File: config.mk
export PLATFORM = sky130hd
export DESIGN_NAME = vga_frame_monitor
export DESIGN_NICKNAME = d
export VERILOG_FILES = /design/src/rtl/vga_frame_monitor.sv
export SDC_FILE = /design/constraint.sdc
export NUM_CORES = 1
export LEC_CHECK = 0
export ABC_AREA = 0
export CORE_MARGIN = 5
export CORE_UTILIZATION = 40
export CTS_CLUSTER_SIZE = 8
export DETAILED_ROUTE_END_ITERATION = 12
export GPL_TIMING_DRIVEN = 0
export HOLD_SLACK_MARGIN = 0.03
export PLACE_DENSITY = 0.74
export SYNTH_ARGS = -nofsm -noshare
export SYNTH_HDL_FRONTEND = slang
export SYNTH_SLANG_ARGS = --single-unit
File: constraint.sdc
create_clock -name iVGA_CLK -period 3.2 [get_ports iVGA_CLK]
set_clock_uncertainty 0.15 [all_clocks]
set_input_delay 0.32 -clock iVGA_CLK [delete_from_list [all_inputs] [get_ports iVGA_CLK]]
set_output_delay 0.32 -clock iVGA_CLK [all_outputs]
set_load 0.1 [all_outputs]
File: src/rtl/vga_frame_monitor.sv
// Receive-side VGA timing/content monitor: recovers pixel coordinates, checks
// line/frame geometry, checksums each frame and captures one chosen pixel.
module vga_frame_monitor #(
  parameter int H_ACTIVE    = 640,
  parameter int V_ACTIVE    = 480,
  parameter int H_TOTAL     = 800,
  parameter int V_TOTAL     = 525,
  parameter int LOCK_FRAMES = 2
) (
  input  logic        iRST_n,
  input  logic        iVGA_CLK,
  input  logic        iHS,
  input  logic        iVS,
  input  logic        iBLANK_n,
  input  logic [7:0]  iR,
  input  logic [7:0]  iG,
  input  logic [7:0]  iB,
  input  logic [9:0]  sample_x,
  input  logic [8:0]  sample_y,
  output logic [9:0]  pix_x,
  output logic [8:0]  pix_y,
  output logic        pix_valid,
  output logic [23:0] pix_rgb,
  output logic        frame_done,
  output logic [23:0] frame_sum,
  output logic [9:0]  frame_lines,
  output logic [3:0]  frame_err,
  output logic [3:0]  err_sticky,
  output logic        locked,
  output logic [23:0] sample_rgb,
  output logic        sample_hit
);

  localparam int              LW         = $clog2(LOCK_FRAMES + 1);
  localparam logic [11:0]     H_TOTAL_C  = 12'(H_TOTAL);
  localparam logic [9:0]      H_ACTIVE_C = 10'(H_ACTIVE);
  localparam logic [8:0]      V_ACTIVE_C = 9'(V_ACTIVE);
  localparam logic [9:0]      V_TOTAL_C  = 10'(V_TOTAL);
  localparam logic [LW-1:0]   LOCK_C     = LW'(LOCK_FRAMES);

  function automatic logic [10:0] inc_sat11(input logic [10:0] v);
    return (&v) ? v : v + 11'd1;
  endfunction

  function automatic logic [9:0] inc_sat10(input logic [9:0] v);
    return (&v) ? v : v + 10'd1;
  endfunction

  function automatic logic [8:0] inc_sat9(input logic [8:0] v);
    return (&v) ? v : v + 9'd1;
  endfunction

  logic          hs_p0, vs_p0, blank_p0;
  logic          hs_p1, vs_p1, blank_p1;
  logic [23:0]   rgb_p0;

  logic [10:0]   hcnt;
  logic [9:0]    acnt;
  logic [8:0]    line_act;
  logic [9:0]    lcnt;
  logic [23:0]   sum;
  logic          err0_pend, err2_pend;
  logic          armed, first_line;
  logic [LW-1:0] lock_cnt;

  logic          line_start, frame_start, blank_fall;
  logic [11:0]   line_len;
  logic          len_bad, act_bad, pix_match;
  logic [9:0]    acnt_base;
  logic [3:0]    frame_errs;
  logic [LW-1:0] lock_nxt;

  // Stage 1: register the pins; a second copy gives the edge detectors
  always_ff @(posedge iVGA_CLK or negedge iRST_n) begin
    if (!iRST_n) begin
      hs_p0    <= 1'b0;
      vs_p0    <= 1'b0;
      blank_p0 <= 1'b0;
      hs_p1    <= 1'b0;
      vs_p1    <= 1'b0;
      blank_p1 <= 1'b0;
    end else begin
      hs_p0    <= iHS;
      vs_p0    <= iVS;
      blank_p0 <= iBLANK_n;
      hs_p1    <= hs_p0;
      vs_p1    <= vs_p0;
      blank_p1 <= blank_p0;
    end
  end

  always_ff @(posedge iVGA_CLK) begin
    rgb_p0 <= {iR, iG, iB};
  end

  always_comb begin
    line_start  = hs_p1 & ~hs_p0;
    frame_start = vs_p1 & ~vs_p0;
    blank_fall  = blank_p1 & ~blank_p0;
    line_len    = {1'b0, hcnt} + 12'd1;
    len_bad     = line_start & ~first_line & (line_len != H_TOTAL_C);
    act_bad     = blank_fall & (acnt != H_ACTIVE_C);
    acnt_base   = line_start ? 10'd0 : acnt;
    pix_match   = pix_valid & (pix_x == sample_x) & (pix_y == sample_y);
    // The line closed by an HS fall coincident with VS still belongs to the old frame
    frame_errs  = {lcnt != V_TOTAL_C, err2_pend | len_bad,
                   line_act != V_ACTIVE_C, err0_pend | act_bad};
    lock_nxt    = '0;
    if (frame_errs == 4'd0)
      lock_nxt = (lock_cnt == LOCK_C) ? lock_cnt : lock_cnt + LW'(1);
  end

  // Stage 2: counters, pixel outputs, frame results and sample capture
  always_ff @(posedge iVGA_CLK or negedge iRST_n) begin
    if (!iRST_n) begin
      hcnt        <= '0;
      acnt        <= '0;
      line_act    <= '0;
      lcnt        <= '0;
      sum         <= '0;
      err0_pend   <= 1'b0;
      err2_pend   <= 1'b0;
      armed       <= 1'b0;
      first_line  <= 1'b0;
      lock_cnt    <= '0;
      pix_x       <= '0;
      pix_y       <= '0;
      pix_valid   <= 1'b0;
      pix_rgb     <= '0;
      frame_done  <= 1'b0;
      frame_sum   <= '0;
      frame_lines <= '0;
      frame_err   <= '0;
      err_sticky  <= '0;
      locked      <= 1'b0;
      sample_rgb  <= '0;
      sample_hit  <= 1'b0;
    end else begin
      frame_done <= 1'b0;
      sample_hit <= pix_match;
      if (pix_match)
        sample_rgb <= pix_rgb;

      pix_valid <= blank_p0;
      pix_rgb   <= rgb_p0;
      pix_x     <= acnt_base;
      pix_y     <= line_act;

      hcnt <= line_start ? 11'd0 : inc_sat11(hcnt);
      acnt <= blank_p0 ? inc_sat10(acnt_base) : acnt_base;

      if (frame_start) begin
        sum        <= blank_p0 ? rgb_p0 : 24'd0;
        line_act   <= '0;
        lcnt       <= line_start ? 10'd1 : 10'd0;
        err0_pend  <= 1'b0;
        err2_pend  <= 1'b0;
        armed      <= 1'b1;
        // hcnt is meaningless for the first line after (re)arming
        first_line <= ~armed;
        if (armed) begin
          frame_done  <= 1'b1;
          frame_sum   <= sum;
          frame_lines <= {1'b0, line_act};
          frame_err   <= frame_errs;
          err_sticky  <= err_sticky | frame_errs;
          lock_cnt    <= lock_nxt;
          locked      <= (lock_nxt == LOCK_C);
        end
      end else begin
        if (blank_p0)
          sum <= sum + rgb_p0;
        if (blank_fall)
          line_act <= inc_sat9(line_act);
        if (line_start) begin
          lcnt       <= inc_sat10(lcnt);
          first_line <= 1'b0;
        end
        if (act_bad)
          err0_pend <= 1'b1;
        if (len_bad)
          err2_pend <= 1'b1;
      end
    end
  end

endmodule

==> results.md, run 1 <==
- # DRC: 0
- Num rows: between 50 and 60
- Fmax: around 0.34 GHz
- Layout cells sized above 1: 8.25%
- Remaining Overflow, GRT: 0
- Hold Fails Final Rpt: 0
- Max VDD drop: ~0.4 mV
- Cell Pwr Density: slightly above 800 mW/mm²
- Clock Latency Late Sink: 0.53 ns
- WP data arrival: around 3.2 ns
- Area contributors post-synth: dfrtp_1, dfxtp_1, nand2_1, ha_1, mux2_2
- Logic pwr share: roughly 38%
- Largest net degree at the start of global routing: 96
- Internal: about 0.006 W
- Crit path required time: approximately 3.5 ns
- Tcrit/Tclk final: roughly 91%
- # hold bufs at CTS: 1
- Final WL: between 20000 and 25000 µm
- Flip-flop and latch count after synthesis: between 200 and 250
- First-pass GRT wire length: around 38000 µm
- FFs w/ async S/R, synth: around 90%
- Unrepaired setup endpoints after global routing: false
- Multi-input gate area: 0.00382 mm²
- Final Cell Area: about 0.012 mm²
- Post-cts sizing count: 0
- Worst Setup Path Type: reg -> reg
- Die W: 162 µm
- Max Buffers Root-to-Sink: 3
- Placed inst area: about 0.011 mm²
- Cell Area, Synth: 0.00920 mm²
- FF+latch area: around 0.0052 mm²
- First-pass DRT Iterations: 5
- Startpoint Class: flip-flop
- Num CTS Buffers: 30
- Area leader, netlist: dfrtp_1
- Antenna Violating Nets Remaining: 0
- Slowest stage delay, CP: roughly 0.64 ns
- Sw power: around 0.004 W
- DIE AREA: about 0.026 mm²
- GRT Util Overall: about 18%
- Net Sw Frac: 39.9%
- HPWL Detailed: approximately 17000 µm
- # diodes: 0
- Reg power frac: about 34%
- Vias in the first global route: 7058
- Ports: approximately 160
- Clock network power share: between 20% and 30%
- Initial antenna violation count: 0
- Vias per Instance: around 5.2
- Synth warn: 0
- GP Congestion: 0.901
- Leak Pwr: 5.44 nW
- Syn Inst Count: between 800 and 900
- CP cell instances: nand2b_2 -> clkbuf_1 -> and2_1 -> ha_1 -> nand3_1 -> o41ai_2 -> mux2_2
- Outcome: completed
- Final Setup Violations: 0
- Avg Cell Area, Syn: 10.8 µm²
- Port-buffer cells: 159
- WL per Instance: between 15 and 20 µm
- Final Net Count: ~1100
- Worst Path Buf+Inv: 1
- Slowest CP cell: o41ai_2
- Number of max-cap violations: 0
- Worst-path clk slew: approximately 0.05 ns
- Initial Util: 40.6%
- Area Growth Syn to Fin: 31.1%
- Via count: about 7000
- Final Power: approximately 0.01 W
- DRT iter0 DRCs: roughly 470
- CTS tree: done
- Root Buffer Master: clkbuf_16
- Worst-margin pin slew: approximately 1.1 ns
- Primary FF master, synth: dfrtp_1
- Yosys top cell area share: 50.9%
- Fin. max-slew vios: 0
- CP max FO: 10
- Core area: 0.0226 mm²
- H-tree levels: 1
- Sequential fraction of the synthesis area: 56.1%
- Die Ht: around 160 µm
- CP Capture Type: flip-flop
- Sinks on the clock net: between 200 and 250
- CP top delay family: simple AND/OR/NAND/NOR gates
- Post-synth EDFFs: 0
- Final min period: approximately 2.9 ns
- Fillers: 1942
- Post-CTS setup repair buffer count: 0
- Hold WC Path Type: in -> reg
- Synthesized Nets: between 900 and 1000
- Distinct cells, synth: between 60 and 70
- Slew HR: 28.5%
-- final timing paths --
kind	from	to	slack, ns	depth (start not counted)
min in group asynchronous	iRST_n	frame_err[2]	0.23	2
worst min register to register	rgb_p0[0]	pix_rgb[0]	0.22	0
worst min-delay path	iB[7]	rgb_p0[7]	0.08	1
worst max register to register	hs_p0	acnt[1]	0.29	7
worst max-delay path	hs_p0	acnt[1]	0.29	7
max in group asynchronous	iRST_n	sample_rgb[15]	1.80	3
-- kinds of logic (layout without fill, tap and decap cells) --
logic type	after synthesis	in the layout	synth area share [%]
AND/OR/NAND/NOR	292	292	15.2
AO/OA/AOI/OAI	160	160	11.1
multiplexers	40	40	4.80
adder cells (fa/ha/maj)	32	32	4.43
other	1	1	0.0408
XOR/XNOR	63	63	6.00
flip-flops	211	211	56.1
buffers and inverters	52	268	2.35
-- layout by cell type, fill, tap and decap left out, types with 3 or more instances in the layout --
cell type / synthesis / layout
clkdlybuf4s50_1: 0 / 158
and2_1: 10 / 10
nor2b_1: 4 / 4
xnor2_1: 28 / 28
a311oi_1: 3 / 3
o21bai_1: 4 / 4
o31ai_1: 4 / 4
nand2b_1: 4 / 4
nor4_1: 9 / 9
mux2_2: 33 / 33
o21ai_0: 42 / 42
nand4_1: 16 / 16
buf_1: 4 / 4
mux2i_1: 7 / 7
nor3_1: 13 / 13
nand2_1: 122 / 122
xor2_1: 35 / 35
clkbuf_1: 23 / 46
a31oi_1: 17 / 17
dfrtp_1: 187 / 187
and3_1: 19 / 19
a21oi_1: 43 / 43
clkbuf_16: 0 / 31
o21a_1: 5 / 5
ha_1: 31 / 31
or3_1: 5 / 5
o211ai_1: 5 / 5
dfxtp_1: 24 / 24
o21ai_1: 5 / 5
a21o_1: 8 / 8
nand3_1: 23 / 23
inv_1: 20 / 20
nor2_1: 50 / 50
-- flip-flops by register name, summed over array words and instances, names as in the netlist, 2 cells and up --
register / count
sum: 24
sample_rgb: 24
frame_err: 4
pix_y: 9
pix_x: 10
err_sticky: 4
acnt: 10
frame_sum: 24
lock_cnt: 2
frame_lines: 9
lcnt: 10
rgb_p0: 24
line_act: 9
pix_rgb: 24
hcnt: 11
-- power by group through the flow --
stage                     Sequential (W)  Clock [W]  Combinational [W]
after global routing             0.00343    0.00306            0.00403
after global placement           0.00340          0            0.00373
after detailed placement         0.00342          0            0.00375
final                            0.00338    0.00287            0.00377
after CTS                        0.00338    0.00295            0.00378
after floorplan                  0.00477          0            0.00145
-- cell usage after synthesis (all sizes together) (23+ instances only) --
| library cell | count |
|---|---|
| dfrtp | 187 |
| nand2 | 122 |
| nor2 | 51 |
| o21ai | 47 |
| a21oi | 44 |
| xor2 | 35 |
| mux2 | 33 |
| ha | 31 |
| xnor2 | 28 |
| dfxtp | 24 |
| clkbuf | 23 |
| nand3 | 23 |
-- stage by stage --
stage | instances | setup slack, ns | hold slack, ns | setup TNS (ns) | util (%)
floorplan | 851 | 0.540 | -0.126 | 0 | -
global placement | 1295 | -6.08 | 0.208 | -1135.20 | 49.2
detailed placement | 1296 | 0.364 | 0.209 | 0 | 49.4
CTS | 1352 | 0.305 | 0.0616 | 0 | 53.3
global route | 1352 | 0.0634 | 0.0623 | 0 | 53.3
finish | 1352 | 0.292 | 0.0823 | 0 | 53.3
-- cell type report --
cell class | count | share of cell area, %
plain buffers | 32 | 1.17
clock buffers | 54 | 7.15
clock inverters | 1 | 0.0622
inverters | 20 | 0.622
multi-input cells | 588 | 31.7
flip-flops and latches | 211 | 42.8
well taps | 285 | 2.96
repair buffers | 161 | 13.5
-- layer usage --
metal	vias up	track usage [%]	share of wire [%]
li1	3370	-	-
met1	3436	25.1	45
met2	190	29.3	47
met3	37	2.99	5.6
met4	0	5.11	2.0
met5	-	0	0
No activity file was read; power rests on OpenSTA's default activity.
==> run 2: changes to the inputs <==
--- a/config.mk
+++ b/config.mk
@@ -12,7 +12,7 @@
 export DETAILED_ROUTE_END_ITERATION = 12
 export GPL_TIMING_DRIVEN = 0
 export HOLD_SLACK_MARGIN = 0.03
-export PLACE_DENSITY = 0.74
+export PLACE_DENSITY = 0.67
 export SYNTH_ARGS = -nofsm -noshare
 export SYNTH_HDL_FRONTEND = slang
 export SYNTH_SLANG_ARGS = --single-unit
==> results.md, run 2 (synthesis gave the netlist of run 1 again) <==
- Largest net degree at the start of global routing: 124 (+29%)
- CP Capture Type: flip-flop
- Root Buffer Master: clkbuf_16
- Ports: 161 (unchanged)
- Final min period: 2.93 ns (+0.0230 ns)
- Max Buffers Root-to-Sink: 3 (unchanged)
- HPWL Detailed: 17000 µm (-1.4%)
- Worst-path clk slew: 0.05 ns (about the same)
- Num CTS Buffers: 30 (unchanged)
- Clock Latency Late Sink: 0.53 ns (about the same)
- Final Setup Violations: 0 (unchanged)
- Fmax: 0.341 GHz (-0.79%)
- Fillers: 1969 (+1.4%)
- Unrepaired setup endpoints after global routing: false
- Crit path required time: 3.48 ns (+0.03 ns)
- Final Net Count: 1124 (unchanged)
- First-pass GRT wire length: 37100 µm (-3.2%)
- Placed Cells: 1296 (unchanged)
- CP cell instances: ha_1 -> fa_1 -> a21o_1 -> a221oi_2 -> a211oi_2 -> o31ai_1 -> o211ai_1 -> xnor2_1 -> o21ai_0
- Hold Fails Final Rpt: 0 (unchanged)
- GP Congestion: 0.902 (about the same)
- Cell Pwr Density: 836 mW/mm² (+0.54%)
- Initial Util: 40.6% (unchanged)
- Num rows: 55 (unchanged)
- Outcome: completed
- Leak Pwr: 5.46 nW (+0.28%)
- Sinks on the clock net: 211 (unchanged)
- Commonest non-fill, non-tap cells in the layout: dfrtp_1, clkdlybuf4s50_1, nand2_1, nor2_1, clkbuf_1
- Remaining Overflow, GRT: 0 (unchanged)
- First-pass DRT Iterations: 4 (-1)
- Layout cells sized above 1: 8.24% (about the same)
- Area Growth Syn to Fin: 31.4%
- Post-route non-filler standard cell count: 1353 (+0.074%)
- Startpoint Class: flip-flop
- CTS tree: done
- Antenna Violating Nets Remaining: 0 (unchanged)
- Die Ht: 162 µm (unchanged)
- Hold WC Path Type: in -> reg
- WL per Instance: 17.3 µm (-2.2%)
- Slowest stage delay, CP: 0.48 ns (-0.16 ns)
- Via count: 6987 (-0.65%)
- H-tree levels: 1 (unchanged)
- # DRC: 0 (unchanged)
- Final Cell Area: 0.0121 mm² (+0.22%)
- Core area: 0.0226 mm² (unchanged)
- Vias in the first global route: 6854 (-2.9%)
- Final Power: 0.0101 W (+0.76%)
- Fin. max-slew vios: 0 (unchanged)
- Worst Setup Path Type: reg -> reg
- CP max FO: 5 (-5)
- Tcrit/Tclk final: 91.6% (+0.72 points)
- CP top delay family: compound AO/OA/AOI/OAI gates
- Slew HR: 29.0% (+0.41 points)
- WP data arrival: 3.21 ns (+0.05 ns)
- Placed inst area: 0.0112 mm² (unchanged)
- DIE AREA: 0.0261 mm² (unchanged)
- DRT iter0 DRCs: 464 (-0.85%)
- Most common cell after layout, fill and taps aside: dfrtp_1
- Post-CTS setup repair buffer count: 0 (unchanged)
- Number of max-cap violations: 0 (unchanged)
- GRT Util Overall: 17.5% (-0.50 points)
- Final WL: 23400 µm (-2.1%)
- Max VDD drop: 0.468 mV (+17%)
- Slowest CP cell: a221oi_2
- Die W: 162 µm (unchanged)
- Vias per Instance: 5.16 (-0.73%)
- Worst-margin pin slew: 1.06 ns (-0.00609 ns)
- Worst Path Buf+Inv: 0 (-1)
- Initial antenna violation count: 0 (unchanged)
- # diodes: 0 (unchanged)
- Port-buffer cells: 159 (unchanged)
- Hold Slack: 0.0896 ns (+0.00732 ns)
==> run 2: timing repair <==
action	CTS	global route
resized for setup	0	0
endpoints found under the hold margin	64	0
hold buffers	1	0
==> run 2: area by class of cell <==
class | instances | area [µm²] | area share (%)
Inverter | 20 | 75.1 | 0.621
Buffer | 32 | 141 | 1.17
Clock buffer | 55 | 866 | 7.16
Sequential cell | 211 | 5160 | 42.7
Tap cell | 285 | 357 | 2.95
Timing Repair Buffer | 161 | 1630 | 13.5
Multi-Input combinational cell | 588 | 3820 | 31.6
Clock inverter | 1 | 30.0 | 0.248
==> run 2: final timing paths <==
check                            startpoint  depth (start not counted)  slack [ns]             end
worst max-delay path                 sum[0]                          9        0.27         sum[22]
worst min-delay path               iBLANK_n                          1        0.09        blank_p0
worst max register to register       sum[0]                          9        0.27         sum[22]
worst min register to register  line_act[2]                          0        0.22        pix_y[2]
max in group asynchronous            iRST_n                          3        1.81  sample_rgb[21]
min in group asynchronous            iRST_n                          2        0.16         hcnt[1]
==> run 2: layer usage <==
| layer | share of wire, % | track usage (%) | vias up |
|---|---|---|---|
| li1 | - | - | 3385 |
| met1 | 47 | 24.6 | 3387 |
| met2 | 47 | 28.4 | 183 |
| met3 | 5.0 | 3.04 | 32 |
| met4 | 1.7 | 4.46 | 0 |
| met5 | 0 | 0 | - |
==> run 2: worst register-to-register path, delay by kind of cell, from the launching register on <==
| family | cells | cell delay [ns] |
|---|---|---|
| AOI/OAI and AO/OA | 6 | 1.48 |
| xor gates and xnor gates | 1 | 0.14 |
| adders and majority gates | 2 | 0.65 |
| DFF | 1 | 0.41 |
==> run 2: per-stage QoR <==
| stage | setup TNS, ns | util (%) | setup slack (ns) |
|---|---|---|---|
| after global placement | -1152.30 | 49.2 | -6.18 |
| after floorplan | 0 | - | 0.540 |
| after global routing | 0 | 53.4 | 0.135 |
| after CTS | 0 | 53.4 | 0.301 |
| final | 0 | 53.4 | 0.269 |
| after detailed placement | 0 | 49.4 | 0.258 |
==> run 2: report_power, final <==
| part | total (W) | internal (W) | leakage [nW] | switching [W] |
|---|---|---|---|---|
| Clock | 0.00295 | 0.00187 | 0.424 | 0.00108 |
| Combinational | 0.00378 | 0.00117 | 2.43 | 0.00261 |
| Sequential | 0.00338 | 0.00307 | 2.61 | 0.000308 |
==> run 3: changes to the inputs <==
--- a/config.mk
+++ b/config.mk
@@ -5,14 +5,16 @@
 export SDC_FILE = /design/constraint.sdc
 export NUM_CORES = 1
 export LEC_CHECK = 0
-export ABC_AREA = 0
+export CELL_PAD_IN_SITES_DETAIL_PLACEMENT = 0
+export CELL_PAD_IN_SITES_GLOBAL_PLACEMENT = 1
+export CORE_ASPECT_RATIO = 1.75
 export CORE_MARGIN = 5
 export CORE_UTILIZATION = 40
 export CTS_CLUSTER_SIZE = 8
 export DETAILED_ROUTE_END_ITERATION = 12
 export GPL_TIMING_DRIVEN = 0
 export HOLD_SLACK_MARGIN = 0.03
-export PLACE_DENSITY = 0.67
+export PLACE_DENSITY = 0.82
 export SYNTH_ARGS = -nofsm -noshare
 export SYNTH_HDL_FRONTEND = slang
 export SYNTH_SLANG_ARGS = --single-unit
==> results.md, run 3 (synthesis gave the netlist of run 1 again) <==
- Outcome: completed
- First-pass GRT wire length: 39200 µm (+5.7%)
- Die W: 125 µm (-23%)
- Worst-path clk slew: 0.05 ns (about the same)
- Most common cell after layout, fill and taps aside: dfrtp_1
- H-tree levels: 1 (unchanged)
- Largest net degree at the start of global routing: 124 (unchanged)
- HPWL Detailed: 18000 µm (+6.1%)
- Area Growth Syn to Fin: 31.3% (about the same)
- Final Setup Violations: 0 (unchanged)
- Layout cells sized above 1: 8.24% (unchanged)
- Post-cts sizing count: 0 (unchanged)
- Crit path required time: 3.44 ns (-0.04 ns)
- Met2 usage: 36.5% (+8.1 points)
- Max Buffers Root-to-Sink: 3 (unchanged)
- Final min period: 3.04 ns (+0.110 ns)
- Core area: 0.0227 mm² (+0.45%)
- GP Congestion: 0.903 (+0.13%)
- Placed inst area: 0.0112 mm² (+0.17%)
- Fmax: 0.329 GHz (-3.6%)
- Num CTS Buffers: 30 (unchanged)
- Hold WC Path Type: in -> reg
- GRT met1 Usage: 19.2% (-5.4 points)
- Num rows: 73 (+33%)
- WP data arrival: 3.29 ns (+0.08 ns)
- Antenna Violating Nets Remaining: 0 (unchanged)
- CTS tree: done
- Final Core Density: 53.1% (-0.26 points)
- Final Power: 0.0101 W (-0.48%)
- # DRC: 0 (unchanged)
- Fin. max-slew vios: 0 (unchanged)
- Vias in the first global route: 7402 (+8.0%)
- DRT iter0 DRCs: 386 (-17%)
- Max VDD drop: 0.676 mV (+45%)
- Tcrit/Tclk final: 95.0% (+3.4 points)
- Hold Fails Final Rpt: 0 (unchanged)
- Slew HR: 30.1% (+1.2 points)
- Ports: 161 (unchanged)
- Post-route non-filler standard cell count: 1368 (+1.1%)
- Via count: 7002 (+0.21%)
- # diodes: 0 (unchanged)
- Cell Pwr Density: 832 mW/mm² (-0.45%)
- CP Capture Type: flip-flop
- Met3 Use GR: 2.48% (-0.57 points)
- Placed Cells: 1311 (+1.2%)
- Post-CTS setup repair buffer count: 0 (unchanged)
- Final Cell Area: 0.0121 mm² (about the same)
- Final Net Count: 1124 (unchanged)
- DIE AREA: 0.0263 mm² (+0.46%)
- GRT Util Overall: 18.5% (+1.0 points)
- Unrepaired setup endpoints after global routing: false
- Worst Setup Path Type: reg -> reg
- Commonest non-fill, non-tap cells in the layout: dfrtp_1, clkdlybuf4s50_1, nand2_1, nor2_1, clkbuf_1
- Initial Util: 40.5% (-0.18 points)
- # hold bufs at CTS: 1 (unchanged)
- Clock Latency Late Sink: 0.54 ns (about the same)
- Die Ht: 211 µm (+30%)
- Port-buffer cells: 159 (unchanged)
- Initial antenna violation count: 0 (unchanged)
- Sinks on the clock net: 211 (unchanged)
- Root Buffer Master: clkbuf_16
- GR peak layer: met2
- Number of max-cap violations: 0 (unchanged)
- Startpoint Class: flip-flop
- First-pass DRT Iterations: 4 (unchanged)
- Vias per Instance: 5.12 (-0.88%)
- Remaining Overflow, GRT: 0 (unchanged)
- Final WL: 24300 µm (+3.8%)
- WL per Instance: 17.7 µm (+2.7%)
- Leak Pwr: 5.44 nW (-0.26%)
- CP max FO: 5 (unchanged)
- Worst-margin pin slew: 1.04 ns (-0.0177 ns)
-- run 3: report_power, final --
| part | internal, W | switching [W] | total, W |
|---|---|---|---|
| clock network | 0.00179 | 0.00110 | 0.00289 |
| logic | 0.00117 | 0.00262 | 0.00379 |
| registers | 0.00307 | 0.000303 | 0.00337 |
| total | 0.00603 | 0.00402 | 0.0101 |
-- run 3: final cells by class --
class                           instances  area, µm²
Inverter                               20       75.1
Multi-Input combinational cell        588       3820
Clock inverter                          1       7.51
Tap cell                              300        375
Fill cell                            2023      10700
Sequential cell                       211       5160
Timing Repair Buffer                  161       1630
Buffer                                 32        141
Clock buffer                           55        866
-- run 3: worst paths after layout --
path	cells past startpoint	startpoint	slack (ns)	end
worst max-delay path	9	sum[0]	0.16	sum[22]
worst min-delay path	1	iHS	0.08	hs_p0
worst max register to register	9	sum[0]	0.16	sum[22]
worst min register to register	0	rgb_p0[16]	0.20	pix_rgb[16]
max in group asynchronous	3	iRST_n	1.73	hs_p0
min in group asynchronous	2	iRST_n	0.18	frame_lines[4]
-- run 3: metal layers --
metal / wire length [µm] / share of wire (%) / up-vias
met3: 1010 / 4.1 / 60
met2: 13800 / 57 / 186
met5: 0 / 0 / -
met1: 8460 / 35 / 3395
li1: - / - / 3361
met4: 1000 / 4.1 / 0
-- run 3: through the flow --
step | hold WS, ns | worst slack (ns) | setup TNS [ns]
final | 0.0781 | 0.159 | 0
after global routing | 0.0629 | 0.0401 | 0
after CTS | 0.0605 | 0.183 | 0
after detailed placement | 0.156 | 0.220 | 0
after global placement | 0.206 | -6.12 | -1139.70
after floorplan | -0.126 | 0.540 | 0
-- run 3: critical path, stage by stage (launching register included) --
cell and delay, ns:
dfrtp_1 0.39, ha_1 0.23, fa_1 0.42, a21o_1 0.20
a221oi_2 0.50, a211oi_2 0.16, o31ai_1 0.39, o211ai_1 0.19
xnor2_1 0.17, o21ai_0 0.10
